`src/rtl/mips_ctrl_pkg.sv`:
```
// Shared opcodes, ALUOp codes, FSM state and trap-cause encodings
// for the multi-cycle MIPS main control unit.
package mips_ctrl_pkg;

  localparam logic [5:0] OP_RTYPE = 6'b000000;
  localparam logic [5:0] OP_LW    = 6'b100011;
  localparam logic [5:0] OP_SW    = 6'b101011;
  localparam logic [5:0] OP_BEQ   = 6'b000100;
  localparam logic [5:0] OP_ADDI  = 6'b001000;

  localparam logic [1:0] ALU_ADD   = 2'b00;
  localparam logic [1:0] ALU_SUB   = 2'b01;
  localparam logic [1:0] ALU_FUNCT = 2'b10;

  localparam logic [1:0] TC_NONE    = 2'b00;
  localparam logic [1:0] TC_ILLEGAL = 2'b01;
  localparam logic [1:0] TC_TIMEOUT = 2'b10;

  typedef enum logic [2:0] {
    S_FETCH  = 3'd0,
    S_DECODE = 3'd1,
    S_EXEC   = 3'd2,
    S_MEM    = 3'd3,
    S_WB     = 3'd4,
    S_TRAP   = 3'd7
  } state_e;

  typedef enum logic [2:0] {
    K_RTYPE,
    K_LW,
    K_SW,
    K_BEQ,
    K_ADDI
  } kind_e;

  typedef struct packed {
    kind_e      kind;
    logic       reg_dst;
    logic       alu_src;
    logic       mem_to_reg;
    logic [1:0] alu_op;
    logic       illegal;
  } dec_t;

  function automatic logic op_legal(input logic [5:0] op);
    return op inside {OP_RTYPE, OP_LW, OP_SW, OP_BEQ, OP_ADDI};
  endfunction

endpackage

```
`src/rtl/mc_control_fsm_opcode_decode.sv`:
```
// Combinational opcode decoder: latched opcode to static datapath
// controls, instruction class and an illegal flag.
module opcode_decode
  import mips_ctrl_pkg::*;
(
  input  logic [5:0] op,
  output dec_t       dec
);

  always_comb begin
    dec      = '0;
    dec.kind = K_RTYPE;
    unique case (1'b1)
      (op == OP_RTYPE): begin
        dec.kind    = K_RTYPE;
        dec.reg_dst = 1'b1;
        dec.alu_op  = ALU_FUNCT;
      end
      (op == OP_LW): begin
        dec.kind       = K_LW;
        dec.alu_src    = 1'b1;
        dec.mem_to_reg = 1'b1;
        dec.alu_op     = ALU_ADD;
      end
      (op == OP_SW): begin
        dec.kind    = K_SW;
        dec.alu_src = 1'b1;
        dec.alu_op  = ALU_ADD;
      end
      (op == OP_BEQ): begin
        dec.kind   = K_BEQ;
        dec.alu_op = ALU_SUB;
      end
      (op == OP_ADDI): begin
        dec.kind    = K_ADDI;
        dec.alu_src = 1'b1;
        dec.alu_op  = ALU_ADD;
      end
      default: dec.illegal = 1'b1;
    endcase
  end

endmodule

```
`src/rtl/mc_control_fsm.sv`:
```
// Multi-cycle MIPS main control FSM with memory-ready timeout,
// retired-instruction counter and sticky trap.
module mc_control_fsm
  import mips_ctrl_pkg::*;
#(
  parameter int MEM_TIMEOUT = 16,
  parameter int CNT_W       = 32
) (
  input  logic             clk,
  input  logic             reset,
  input  logic [5:0]       OpCode,
  input  logic             mem_ready,
  output logic             RegDst,
  output logic             AluSrc,
  output logic             MemtoReg,
  output logic             RegWrite,
  output logic             MemRead,
  output logic             MemWrite,
  output logic             Branch,
  output logic [1:0]       ALUOp,
  output logic             PCWrite,
  output logic             trap,
  output logic [1:0]       trap_cause,
  output logic [CNT_W-1:0] instr_count,
  output logic [2:0]       state_dbg
);

  localparam logic [7:0] TO_LAST = 8'(MEM_TIMEOUT - 1);

  state_e     state;
  logic [5:0] op_q;
  logic [7:0] wait_cnt;
  dec_t       dec;
  logic       active;

  opcode_decode u_dec (
    .op  (op_q),
    .dec (dec)
  );

  assign state_dbg = state;
  assign active    = state inside {S_EXEC, S_MEM, S_WB};

  // Strobes follow the state register so reset drops them at once;
  // sw retires in the MEM cycle that sees mem_ready.
  always_comb begin
    RegDst   = 1'b0;
    AluSrc   = 1'b0;
    MemtoReg = 1'b0;
    ALUOp    = ALU_ADD;
    RegWrite = 1'b0;
    MemRead  = 1'b0;
    MemWrite = 1'b0;
    Branch   = 1'b0;
    PCWrite  = 1'b0;
    if (active) begin
      RegDst   = dec.reg_dst;
      AluSrc   = dec.alu_src;
      MemtoReg = dec.mem_to_reg;
      ALUOp    = dec.alu_op;
    end
    unique case (state)
      S_EXEC: begin
        if (dec.kind == K_BEQ && !dec.illegal) begin
          Branch  = 1'b1;
          PCWrite = 1'b1;
        end
      end
      S_MEM: begin
        MemRead  = (dec.kind == K_LW);
        MemWrite = (dec.kind == K_SW);
        PCWrite  = (dec.kind == K_SW) && mem_ready;
      end
      S_WB: begin
        RegWrite = 1'b1;
        PCWrite  = 1'b1;
      end
      default: ;
    endcase
  end

  always_ff @(posedge clk or negedge reset) begin
    if (!reset) begin
      state       <= S_FETCH;
      op_q        <= '0;
      wait_cnt    <= '0;
      trap        <= 1'b0;
      trap_cause  <= TC_NONE;
      instr_count <= '0;
    end else begin
      if (PCWrite) instr_count <= instr_count + CNT_W'(1);
      unique case (state)
        S_FETCH: state <= S_DECODE;
        S_DECODE: begin
          op_q <= OpCode;
          if (!op_legal(OpCode)) begin
            state      <= S_TRAP;
            trap       <= 1'b1;
            trap_cause <= TC_ILLEGAL;
          end else begin
            state <= S_EXEC;
          end
        end
        S_EXEC: begin
          if (dec.illegal) begin
            state      <= S_TRAP;
            trap       <= 1'b1;
            trap_cause <= TC_ILLEGAL;
          end else if (dec.kind == K_BEQ) begin
            state <= S_FETCH;
          end else if (dec.kind == K_LW || dec.kind == K_SW) begin
            state    <= S_MEM;
            wait_cnt <= '0;
          end else begin
            state <= S_WB;
          end
        end
        S_MEM: begin
          if (mem_ready) begin
            wait_cnt <= '0;
            state    <= (dec.kind == K_LW) ? S_WB : S_FETCH;
          end else begin
            wait_cnt <= wait_cnt + 8'd1;
            if (wait_cnt == TO_LAST) begin
              state      <= S_TRAP;
              trap       <= 1'b1;
              trap_cause <= TC_TIMEOUT;
            end
          end
        end
        S_WB:   state <= S_FETCH;
        S_TRAP: state <= S_TRAP;
        default: state <= S_TRAP;
      endcase
    end
  end

endmodule

```
`config.mk`:
```
export PLATFORM = sky130hd
export DESIGN_NAME = mc_control_fsm
export DESIGN_NICKNAME = d
export VERILOG_FILES = /design/src/rtl/mips_ctrl_pkg.sv /design/src/rtl/mc_control_fsm_opcode_decode.sv /design/src/rtl/mc_control_fsm.sv
export SDC_FILE = /design/constraint.sdc
export NUM_CORES = 1
export LEC_CHECK = 0
export ABC_CLOCK_PERIOD_IN_PS = 3000
export BUFFER_PORTS_ARGS = -buffer_cell sky130_fd_sc_hd__clkbuf_2
export CORE_ASPECT_RATIO = 0.6
export CORE_UTILIZATION = 35
export CTS_CLUSTER_SIZE = 28
export DETAILED_ROUTE_END_ITERATION = 10
export PLACE_DENSITY = 0.62
export SYNTH_ARGS = -nofsm -noshare
export SYNTH_HDL_FRONTEND = slang
export SYNTH_HIERARCHICAL = 1
export SYNTH_SLANG_ARGS = --single-unit
```
`constraint.sdc`:
```
create_clock -name clk -period 3 [get_ports clk]
set_input_delay 0.45 -clock clk [delete_from_list [all_inputs] [get_ports clk]]
set_output_delay 0.45 -clock clk [all_outputs]
set_load 0.01 [all_outputs]
```
# --- Word-level counts from Yosys, hierarchy flattened ---
# Index checks and enable logic that the tools add are counted.
word_totals:
  ff_bits: 52
  in_bits: 9
  out_inout_bits: 48
  elab_cells: 84
op_classes:
  n_addsub: 2
  n_eq_ne: 24
  muxes: 38
  n_reduce_logical: 14
ops:
  columns: ["op", "n"]
  rows:
  - ["$add 32x1->32 const B", 1]
  - ["$mux 8", 4]
  - ["$eq 6x6->1 const B", 4]
  - ["$mux 3", 7]
  - ["$pmux 8 s2", 1]
  - ["$mux 1", 15]
  - ["$pmux 3 s5", 1]
  - ["$eq 3x2->1 const B", 4]
  - ["$eq 6x3->1 const B", 2]
  - ["$eq 6x4->1 const B", 2]
  - ["$logic_not 6->1", 2]
  - ["$pmux 3 s4", 1]
  - ["$mux 2", 5]
  - ["$ne 2x2->1 const B", 5]
  - ["$add 8x1->8 const B", 1]
  - ["$eq 8x4->1 const B", 1]
  - ["$eq 3x1->1 const B", 2]
  - ["$pmux 1 s3", 2]
  - ["$pmux 2 s3", 1]
  - ["$reduce_bool 3->1", 2]
  - ["$reduce_and 5->1", 1]
  - ["$reduce_bool 5->1", 1]
  - ["$reduce_or 5->1", 1]
  - ["$ne 2x1->1 const B", 2]
  - ["9 further kinds", 10]

# --- Depth between registers and ports, before layout ---
# Gate-level depths: netlist of the first run.
logic_depth:
  ltp_word: 8
  mapped_depth: 10

# --- Hierarchy ---
# The synthesis of the first run kept the hierarchy.
by_module_without_submodules:
  columns: ["mod", "instances", "cells_each", "area_each_um2"]
  rows:
  - ["mc_control_fsm", 1, 247, 2611.3]
  - ["opcode_decode", 1, 22, 173.9]

# --- Worst setup path before layout of the first run ---
# Ideal clock, no wire load.
synth_path:
  path_kind: "reg-to-reg"
  startpoint: "reg op_q[5]"
  endpoint: "reg instr_count[27]"
  arrival_time_ns: 2.532
  required_time_ns: 2.875
  slack_ns: 0.343
  stages_incl_launch_ff: 10
  n_path_buf: 1
  path_cell_list: "dfrtp_1 -> or3_1 -> buf_6 -> mux2i_1 -> nor3b_2 -> nor3b_1 -> o2111ai_1 -> a2111oi_4 -> nand4_1 -> xnor2_1"
synth_rtl:
  columns: ["element", "line", "source"]
  rows:
  - ["from (decl)", "mc_control_fsm.sv:31", "logic [5:0] op_q;"]
  - ["from (signal assigned)", "mc_control_fsm.sv:95", "op_q <= OpCode;"]
  - ["to (signal assigned)", "mc_control_fsm.sv:91", "if (PCWrite) instr_count <= instr_count + CNT_W'(1);"]
  - ["to (decl)", "mc_control_fsm.sv:24", "output logic [CNT_W-1:0] instr_count,"]

==> summary.txt, run 1 <==
CTS
  • Num CTS Buffers: 5
  • CTS clk-pin slew, worst paths: 0.07 ns
  • Hold buffer count at cts: 0
  • Root buffer selected by CTS: clkbuf_16
  • Max Root-Sink Buffers: 2
  • Sink count of the clock tree: 52
  • CTS tree: built
  • CTS H-Tree Depth: 2
  • Worst skew pair latency: 0.29 ns

Global route
  • Largest net degree at the start of global routing: 30
  • Grt met2 use: 0.212
  • Vias in the first global route: 1988
  • Grt ovf: 0
  • Tot GR Track Use: 0.159
  • Initial antenna violation count: 0
  • Most used routing layer: met1
  • M1 GR Usage: 0.243
  • Grt met3 use: 0.0386
  • First-pass GRT wire length: 10000 microns

Logic synthesis
  • Syn avg cell area: 10.4 sq um
  • Yosys reg bits: 52
  • Syn. warnings: 6
  • Ys async rst share: 1.00
  • Syn Nets: 280
  • Mapped Area: 2790 sq um
  • Most used flip-flop cell after synthesis: dfrtp_1
  • Library cells used by synthesis: 51
  • Post-synth EDFFs: 0
  • Seq/Total Area, Yosys: 0.467
  • Syn Inst Count: 269

Floorplan
  • Total core area: 7480 sq um
  • Die Height: 71.1 microns
  • Initial Util: 0.372
  • Die ar.: 8330 sq um
  • I/O pin count: 57
  • Die width: 117 microns
  • Row cnt: 24

Finish
  • # diodes: 0
  • Area growth from synthesis to layout: 21.1%
  • Share of cells above drive strength 1: 0.292
  • Finished Layout Cells: 433
  • Final #Nets: 339
  • Final Cell Area: 3370 sq um

Setup path
  • Worst R2R Start: op_q[5]
  • CP startpoint: op_q[5]
  • R2r endpoint: instr_count[27]
  • CP endpoint kind: output port
  • Crit path to: PCWrite
  • Required @ worst endpoint: 2.55 ns
  • Reg2reg setup slack: 0.37 ns
  • Startpoint types: flop
  • Worst EP arrival: 2.31 ns
  • Worst reg2reg path depth: 8
  • Critical path class: flop to output port
  • Maximum fanout along the worst path: 7

Power and ir drop
  • Max VDD drop: 0.000269 V
  • Total power: 2.15 mW
  • Pwr dens: 637 nW/um^2
  • Leakage power: 1.55 nW

STA
  • RSZ-0062 raised after global routing: false
  • Final worst-path cycle share: 0.919
  • Max Fclk: 0.363 GHz
  • Min cycle time layout: 2.76 ns
  • Worst setup margin: 0.243 ns
  • Worst-margin pin slew: 0.738 ns
  • Setup_tns: 0 ns
  • Final setup vio count: 0
  • Final Skew: 0.00648 ns
  • Final hold vios: 0
  • Normalized max-slew margin: 0.508
  • Max-slew violations: 0

Placement
  • Post-DP Area: 3180 sq um
  • DP Wirelength: 4500 microns
  • Setup WS pre-CTS: 0.191 ns
  • Placed cell count: 425
  • RePlAce Congestion: 0.802
  • IO Port Bufs: 56

Run status
  • Status: completed

Route
  • Routed wire per std cell: 13.9 microns
  • Vias: 2187
  • Drt via density: 5.05
  • DRC: 0
  • Total Routed Length: 6000 microns
  • Drt pass-1 iters: 4
  • Antenna-violating nets left: 0
  • Initial DRC count: 126

Min path
  • Worst min-delay path class: input pin to asynchronous set/reset pin

Job
  • Max-Cap Viols: 0
==> timing repair <==
action	in CTS	in global routing
gates resized for setup	0	3
buffers inserted	0	0
endpoints found under the setup margin	0	19
==> cell families (layout without fill, tap and decap cells) <==
kind of cell / after synthesis / count (layout) / synth area share
multiplexers: 8 / 8 / 0.0319
XOR/XNOR: 35 / 35 / 0.110
AND/OR/NAND/NOR: 121 / 121 / 0.252
buffers and inverters: 16 / 76 / 0.0310
AO/OA/AOI/OAI: 35 / 35 / 0.0984
adder cells (fa/ha/maj): 2 / 2 / 0.00898
flip-flops: 52 / 52 / 0.467
==> cell usage in the layout, fill, tap and decap left out, types with 3 or more instances in the layout <==
cell type and instances:
dfrtp_1 52, nand2_1 24, nor4_2 3, a21oi_1 6, nor2_1 22, nor2b_1 8
xnor2_1 22, inv_1 5, mux2_2 7, and3_1 9, nand4_1 9, xor2_1 13
nor4_1 3, nand3_1 14, nor3_1 6, clkbuf_2 56, nor3b_2 4, buf_4 7
o21ai_0 10, clkbuf_16 5
==> worst min path at each step <==
stage / endpoint / slack (ns) / cells after the start / from
2_1_floorplan: instr_count[0] / 0.15 / 0 / reset
3_3_place_gp: trap / 0.45 / 1 / trap
3_5_place_dp: trap / 0.45 / 1 / trap
4_1_cts: instr_count[11] / 0.24 / 1 / reset
5_1_grt: instr_count[10] / 0.28 / 1 / reset
6_report: instr_count[10] / 0.21 / 1 / reset
==> registers in the layout, summed over array words and instances (netlist names) <==
| signal | flops |
|---|---|
| instr_count | 32 |
| wait_cnt | 8 |
| op_q | 6 |
| state_dbg | 3 |
| trap_cause | 2 |
| trap | 1 |
==> where the power goes <==
part	internal (mW)	switching, mW
Sequential	0.779	0.144
Clock	0.418	0.258
Combinational	0.247	0.304
Total	1.44	0.705
==> routing by layer <==
| layer | up-vias | wire, microns | part of all wire |
|---|---|---|---|
| li1 | 1073 | - | - |
| met5 | - | 0 | 0 |
| met1 | 1062 | 3240 | 0.54 |
| met4 | 0 | 58 | 0.0097 |
| met3 | 4 | 239 | 0.040 |
| met2 | 48 | 2460 | 0.41 |
==> through the flow <==
stage               utilization  hold slack [ns]
detailed placement        0.425            0.451
global placement          0.425            0.448
global route              0.451            0.281
CTS                       0.449            0.245
floorplan                     -            0.154
finish                    0.451            0.211
==> Yosys cell counts, types with 3 or more instances <==
master | count | share of area
nor2b_1 | 8 | 0.018
nor4_2 | 3 | 0.013
nor3_1 | 6 | 0.011
nor2_1 | 22 | 0.030
and3_1 | 9 | 0.020
nand3_1 | 14 | 0.025
a21oi_1 | 6 | 0.011
nand4_1 | 9 | 0.020
buf_2 | 3 | 0.0054
o21ai_0 | 10 | 0.018
dfrtp_1 | 52 | 0.47
nor3b_2 | 3 | 0.013
xnor2_1 | 22 | 0.069
nor4_1 | 3 | 0.0067
xor2_1 | 13 | 0.041
clkbuf_1 | 5 | 0.0067
inv_1 | 5 | 0.0067
nand2_1 | 24 | 0.032
mux2_2 | 7 | 0.028
buf_6 | 3 | 0.012
==> cell type report <==
| cell class | count | area (sq um) |
|---|---|---|
| multi-input cells | 201 | 1410 |
| inverters | 5 | 18.8 |
| fillers | 707 | 4100 |
| clock inverters | 2 | 38.8 |
| well taps | 104 | 130 |
| repair buffers | 63 | 333 |
| flip-flops and latches | 52 | 1300 |
| clock buffers | 6 | 139 |
==> critical path, stage by stage, from the launching register on <==
cell	delay, ns
dfrtp_1	0.41
or3_4	0.45
mux2i_1	0.13
nor3b_2	0.18
buf_4	0.16
and3b_1	0.20
o21ai_0	0.17
nand2b_1	0.15
clkbuf_2	0.16
(Power assumes the default switching activity.)
==> run 2: changes to the inputs <==
- CAP_MARGIN: not set -> 20
- CORE_UTILIZATION: 35 -> 55
- PLACE_DENSITY: 0.62 -> 0.87
==> summary.txt, run 2 (synthesized netlist as in run 1, its figures left out) <==
Finish
  • Share of cells above drive strength 1: 0.281
  • Area growth from synthesis to layout: 16.9%
  • Most frequent cells in the layout: 56 x clkbuf_2, 52 x dfrtp_1, 24 x nand2_1
  • Most flop-heavy register: instr_count
  • Number of flip-flops in the largest register: 32
  • Final #Nets: 338
  • Commonest non-fill, non-tap cell in the layout: clkbuf_2
  • Largest regs: instr_count x32, wait_cnt x8, op_q x6
  • # diodes: 0

CTS
  • Hold buffer count at cts: 0
  • Num CTS Buffers: 5
  • Sink count of the clock tree: 52
  • CTS tree: built
  • CTS H-Tree Depth: 2
  • Root buffer selected by CTS: clkbuf_8
  • CTS clk-pin slew, worst paths: 0.10 ns
  • Max Root-Sink Buffers: 2
  • Worst skew pair latency: 0.31 ns

Global route
  • Grt met2 use: 0.373
  • Most used routing layer: met1
  • First-pass GRT wire length: 10600 microns
  • Largest net degree at the start of global routing: 36
  • Tot GR Track Use: 0.260
  • M1 GR Usage: 0.390
  • Grt ovf: 0
  • Initial antenna violation count: 0
  • Vias in the first global route: 2110
  • Grt met3 use: 0.0600

Route
  • Total Routed Length: 6300 microns
  • Antenna-violating nets left: 0
  • Routed wire per std cell: 16.1 microns
  • Drt pass-1 iters: 4
  • DRC: 0
  • Vias: 2282
  • Drt via density: 5.85
  • Initial DRC count: 154

STA
  • Final Skew: 0.0112 ns
  • Final setup vio count: 0
  • Setup_tns: 0 ns
  • Final hold vios: 0
  • Max-slew violations: 0
  • Final worst-path cycle share: 0.958
  • Min cycle time layout: 2.87 ns
  • Normalized max-slew margin: 0.424
  • Worst-margin pin slew: 0.865 ns
  • Max Fclk: 0.348 GHz

Floorplan
  • I/O pin count: 57
  • Die width: 93.9 microns
  • Row cnt: 19
  • Initial Util: 0.592
  • Die ar.: 5360 sq um
  • Die Height: 57.1 microns
  • Total core area: 4710 sq um

Setup path
  • Critical path class: flop to output port
  • R2r endpoint: instr_count[27]
  • Worst R2R Start: op_q[1]
  • Required @ worst endpoint: 2.55 ns
  • CP endpoint kind: output port
  • Worst EP arrival: 2.42 ns
  • Worst reg2reg path depth: 8
  • Maximum fanout along the worst path: 5
  • Reg2reg setup slack: 0.15 ns
  • Startpoint types: flop

Job
  • Max-Cap Viols: 0

Placement
  • RePlAce Congestion: 0.902
  • DP Wirelength: 4580 microns
  • IO Port Bufs: 56

Run status
  • Status: completed

Power and ir drop
  • Pwr dens: 627 nW/um^2
  • Leakage power: 1.53 nW
  • Max VDD drop: 0.000277 V
  • Total power: 2.04 mW

Min path
  • Worst min-delay path class: input pin to asynchronous set/reset pin
## run 2: cell types whose count changed in the layout (fill, tap and decap cells not counted), sizes merged
cell / delta
buf: -1
clkbuf: -1
bufinv: +1
clkinv: -1
## run 2: worst max path at each step
stage,from,endpoint,slack [ns],cells past startpoint
CTS,op_q[5],PCWrite,0.05,7
floorplan,op_q[5],instr_count[27],0.34,9
detailed placement,op_q[5],instr_count[27],0.06,8
finish,op_q[1],PCWrite,0.13,7
global placement,op_q[5],instr_count[27],0.29,8
global route,op_q[1],PCWrite,-0.004,7
## run 2: layout make-up
cell class	count	area [sq um]
inverters	5	18.8
flip-flops and latches	52	1300
well taps	63	78.8
repair buffers	62	325
fillers	343	1450
multi-input cells	201	1400
clock buffers	5	68.8
clock inverters	2	60.1
## run 2: report_power, final
part	internal, mW	switching (mW)	leakage, nW	total [mW]
Clock	0.328	0.233	0.0642	0.561
Sequential	0.778	0.133	0.690	0.912
Combinational	0.239	0.330	0.773	0.569
## run 2: routing by layer
layer | vias to the layer above | wire length, microns
met5 | - | 0
met3 | 16 | 450
met1 | 1101 | 2940
met2 | 96 | 2770
met4 | 0 | 133
li1 | 1069 | -
## run 2: critical path, cell delays in order, from the launching register on
cell      delay, ns
dfrtp_1        0.41
nand3_1        0.21
or3b_1         0.40
a21oi_1        0.35
and4bb_2       0.35
o21ai_0        0.10
nand2b_1       0.13
clkbuf_2       0.15
## run 2: metrics by stage
stage | hold slack, ns | utilization | std cells | setup WS [ns] | cell area (sq um)
final | 0.237 | 0.692 | 390 | 0.126 | 3260
after global routing | 0.312 | 0.692 | 390 | -0.00415 | 3260
after CTS | 0.266 | 0.691 | 390 | 0.0465 | 3250
after detailed placement | 0.455 | 0.663 | 383 | 0.0638 | 3120
after global placement | 0.445 | 0.663 | 383 | 0.292 | 3120
after floorplan | 0.154 | - | 269 | 0.343 | 2790
## run 2: what timing repair did
action / CTS / global route
endpoints found under the setup margin: 0 / 14
setup buffers: 0 / 0
resized for setup: 0 / 1
==> run 3: changes to the inputs <==
- ABC_CLOCK_PERIOD_IN_PS: 3000 -> 3700
- clock period: 3 -> 3.7 ns (I/O delays scaled with it)
==> summary.txt, run 3 (synthesized netlist as in run 1, its figures left out) <==
Finish
  • Area growth from synthesis to layout: 15.6%
  • Share of cells above drive strength 1: 0.269
  • Final Cell Area: 3220 sq um
  • Commonest non-fill, non-tap cell in the layout: clkbuf_2
  • Most frequent cells in the layout: 56 x clkbuf_2, 52 x dfrtp_1, 24 x nand2_1
  • Number of flip-flops in the largest register: 32
  • Most flop-heavy register: instr_count
  • Largest regs: instr_count x32, wait_cnt x8, op_q x6
  • Fillcell total: 353
  • Final #Nets: 334
  • # diodes: 0

Power and ir drop
  • Sw frac: 0.353
  • Comb pwr share: 0.266
  • Net Sw Power: 552 uW
  • Internal power: 1.01 mW
  • Pwr dens: 486 nW/um^2
  • Leakage power: 1.50 nW
  • Seq pwr share: 0.484
  • Max VDD drop: 0.000191 V
  • Clk pwr share: 0.250

CTS
  • Worst skew pair latency: 0.31 ns
  • Root buffer selected by CTS: clkbuf_8
  • Num CTS Buffers: 5
  • Hold buffer count at cts: 0
  • Max Root-Sink Buffers: 2
  • CTS H-Tree Depth: 2
  • Sink count of the clock tree: 52
  • CTS tree: built
  • Post-CTS sizing: 0
  • CTS clk-pin slew, worst paths: 0.10 ns
  • Setup Buffers After CTS: 0

Min path
  • Worst min-delay path class: input pin to asynchronous set/reset pin

Global route
  • Vias in the first global route: 2089
  • Tot GR Track Use: 0.242
  • Initial antenna violation count: 0
  • Grt ovf: 0
  • Largest net degree at the start of global routing: 40
  • First-pass GRT wire length: 9920 microns

STA
  • Worst-margin pin slew: 0.653 ns
  • RSZ-0062 raised after global routing: false
  • Normalized max-slew margin: 0.563
  • Setup_tns: 0 ns
  • Final setup vio count: 0
  • Final worst-path cycle share: 0.914
  • Max Fclk: 0.296 GHz
  • Final hold vios: 0
  • Min cycle time layout: 3.38 ns
  • Max-slew violations: 0
  • Final Skew: 0.0112 ns

Floorplan
  • Die Height: 57.1 microns
  • Die ar.: 5360 sq um
  • I/O pin count: 57
  • Total core area: 4710 sq um
  • Initial Util: 0.592
  • Die width: 93.9 microns
  • Row cnt: 19

Placement
  • IO Port Bufs: 56
  • DP Wirelength: 4420 microns
  • Post-DP Area: 3080 sq um
  • RePlAce Congestion: 0.852

Setup path
  • Maximum fanout along the worst path: 8
  • CP endpoint kind: output port
  • Worst reg2reg path depth: 8
  • Worst R2R Start: op_q[5]
  • Worst EP arrival: 2.83 ns
  • Reg2reg setup slack: 0.69 ns
  • Critical path class: flop to output port
  • R2r endpoint: instr_count[27]
  • Required @ worst endpoint: 3.14 ns
  • Startpoint types: flop

Route
  • Drt pass-1 iters: 4
  • Antenna-violating nets left: 0
  • Initial DRC count: 185
  • Total Routed Length: 5940 microns
  • DRC: 0
  • Drt via density: 5.81
  • Vias: 2249
  • Routed wire per std cell: 15.4 microns

Run status
  • Status: completed

Job
  • Max-Cap Viols: 0
==> run 3: metrics by stage <==
| stage | worst slack [ns] | utilization | total power [mW] | hold WS, ns | cells |
|---|---|---|---|---|---|
| 2_1_floorplan | 1.02 | - | 1.06 | 0.259 | 269 |
| 3_3_place_gp | 0.838 | 0.655 | 1.15 | 0.462 | 378 |
| 5_1_grt | 0.112 | 0.684 | 1.65 | 0.229 | 387 |
| 3_5_place_dp | 0.704 | 0.655 | 1.17 | 0.467 | 378 |
| 4_1_cts | 0.344 | 0.678 | 1.56 | 0.417 | 386 |
| 6_report | 0.318 | 0.684 | 1.56 | 0.197 | 387 |
==> run 3: power groups by stage <==
stage / combinational [mW] / sequential (mW) / clock [mW]
2_1_floorplan: 0.356 / 0.708 / 0
3_3_place_gp: 0.390 / 0.758 / 0
3_5_place_dp: 0.408 / 0.765 / 0
4_1_cts: 0.410 / 0.754 / 0.392
5_1_grt: 0.461 / 0.771 / 0.418
6_report: 0.416 / 0.757 / 0.390
==> run 3: how the worst max path moves through the flow <==
stage | startpoint | end | slack [ns] | depth (start not counted)
4_1_cts | op_q[5] | PCWrite | 0.34 | 7
2_1_floorplan | op_q[5] | PCWrite | 1.02 | 8
5_1_grt | op_q[5] | PCWrite | 0.11 | 7
3_3_place_gp | op_q[5] | PCWrite | 0.84 | 7
6_report | op_q[5] | PCWrite | 0.32 | 7
3_5_place_dp | op_q[5] | PCWrite | 0.70 | 7
==> run 3: metal layers <==
| layer | global-route usage | part of all wire |
|---|---|---|
| met1 | 0.346 | 0.48 |
| met2 | 0.355 | 0.44 |
| met3 | 0.0667 | 0.069 |
| met4 | 0.0901 | 0.013 |
| met5 | 0 | 0 |
==> run 3: worst max-delay path, cell delays in order, from the launching register on <==
cell and delay (ns):
dfrtp_1 0.41, or3_1 0.52, mux2i_1 0.16, nor3b_2 0.37, nor3b_1 0.40, o21ai_0 0.18
nand2b_1 0.28, clkbuf_2 0.20
==> run 3: cell type report <==
class,count,area [sq um],share of cell area
sequential,52,1300,0.404
clock inverter,2,35.0,0.0109
timing repair buffer,58,315,0.0979
clock buffer,6,72.6,0.0225
tap,63,78.8,0.0245
multi-input combinational,201,1400,0.434
inverter,5,18.8,0.00583
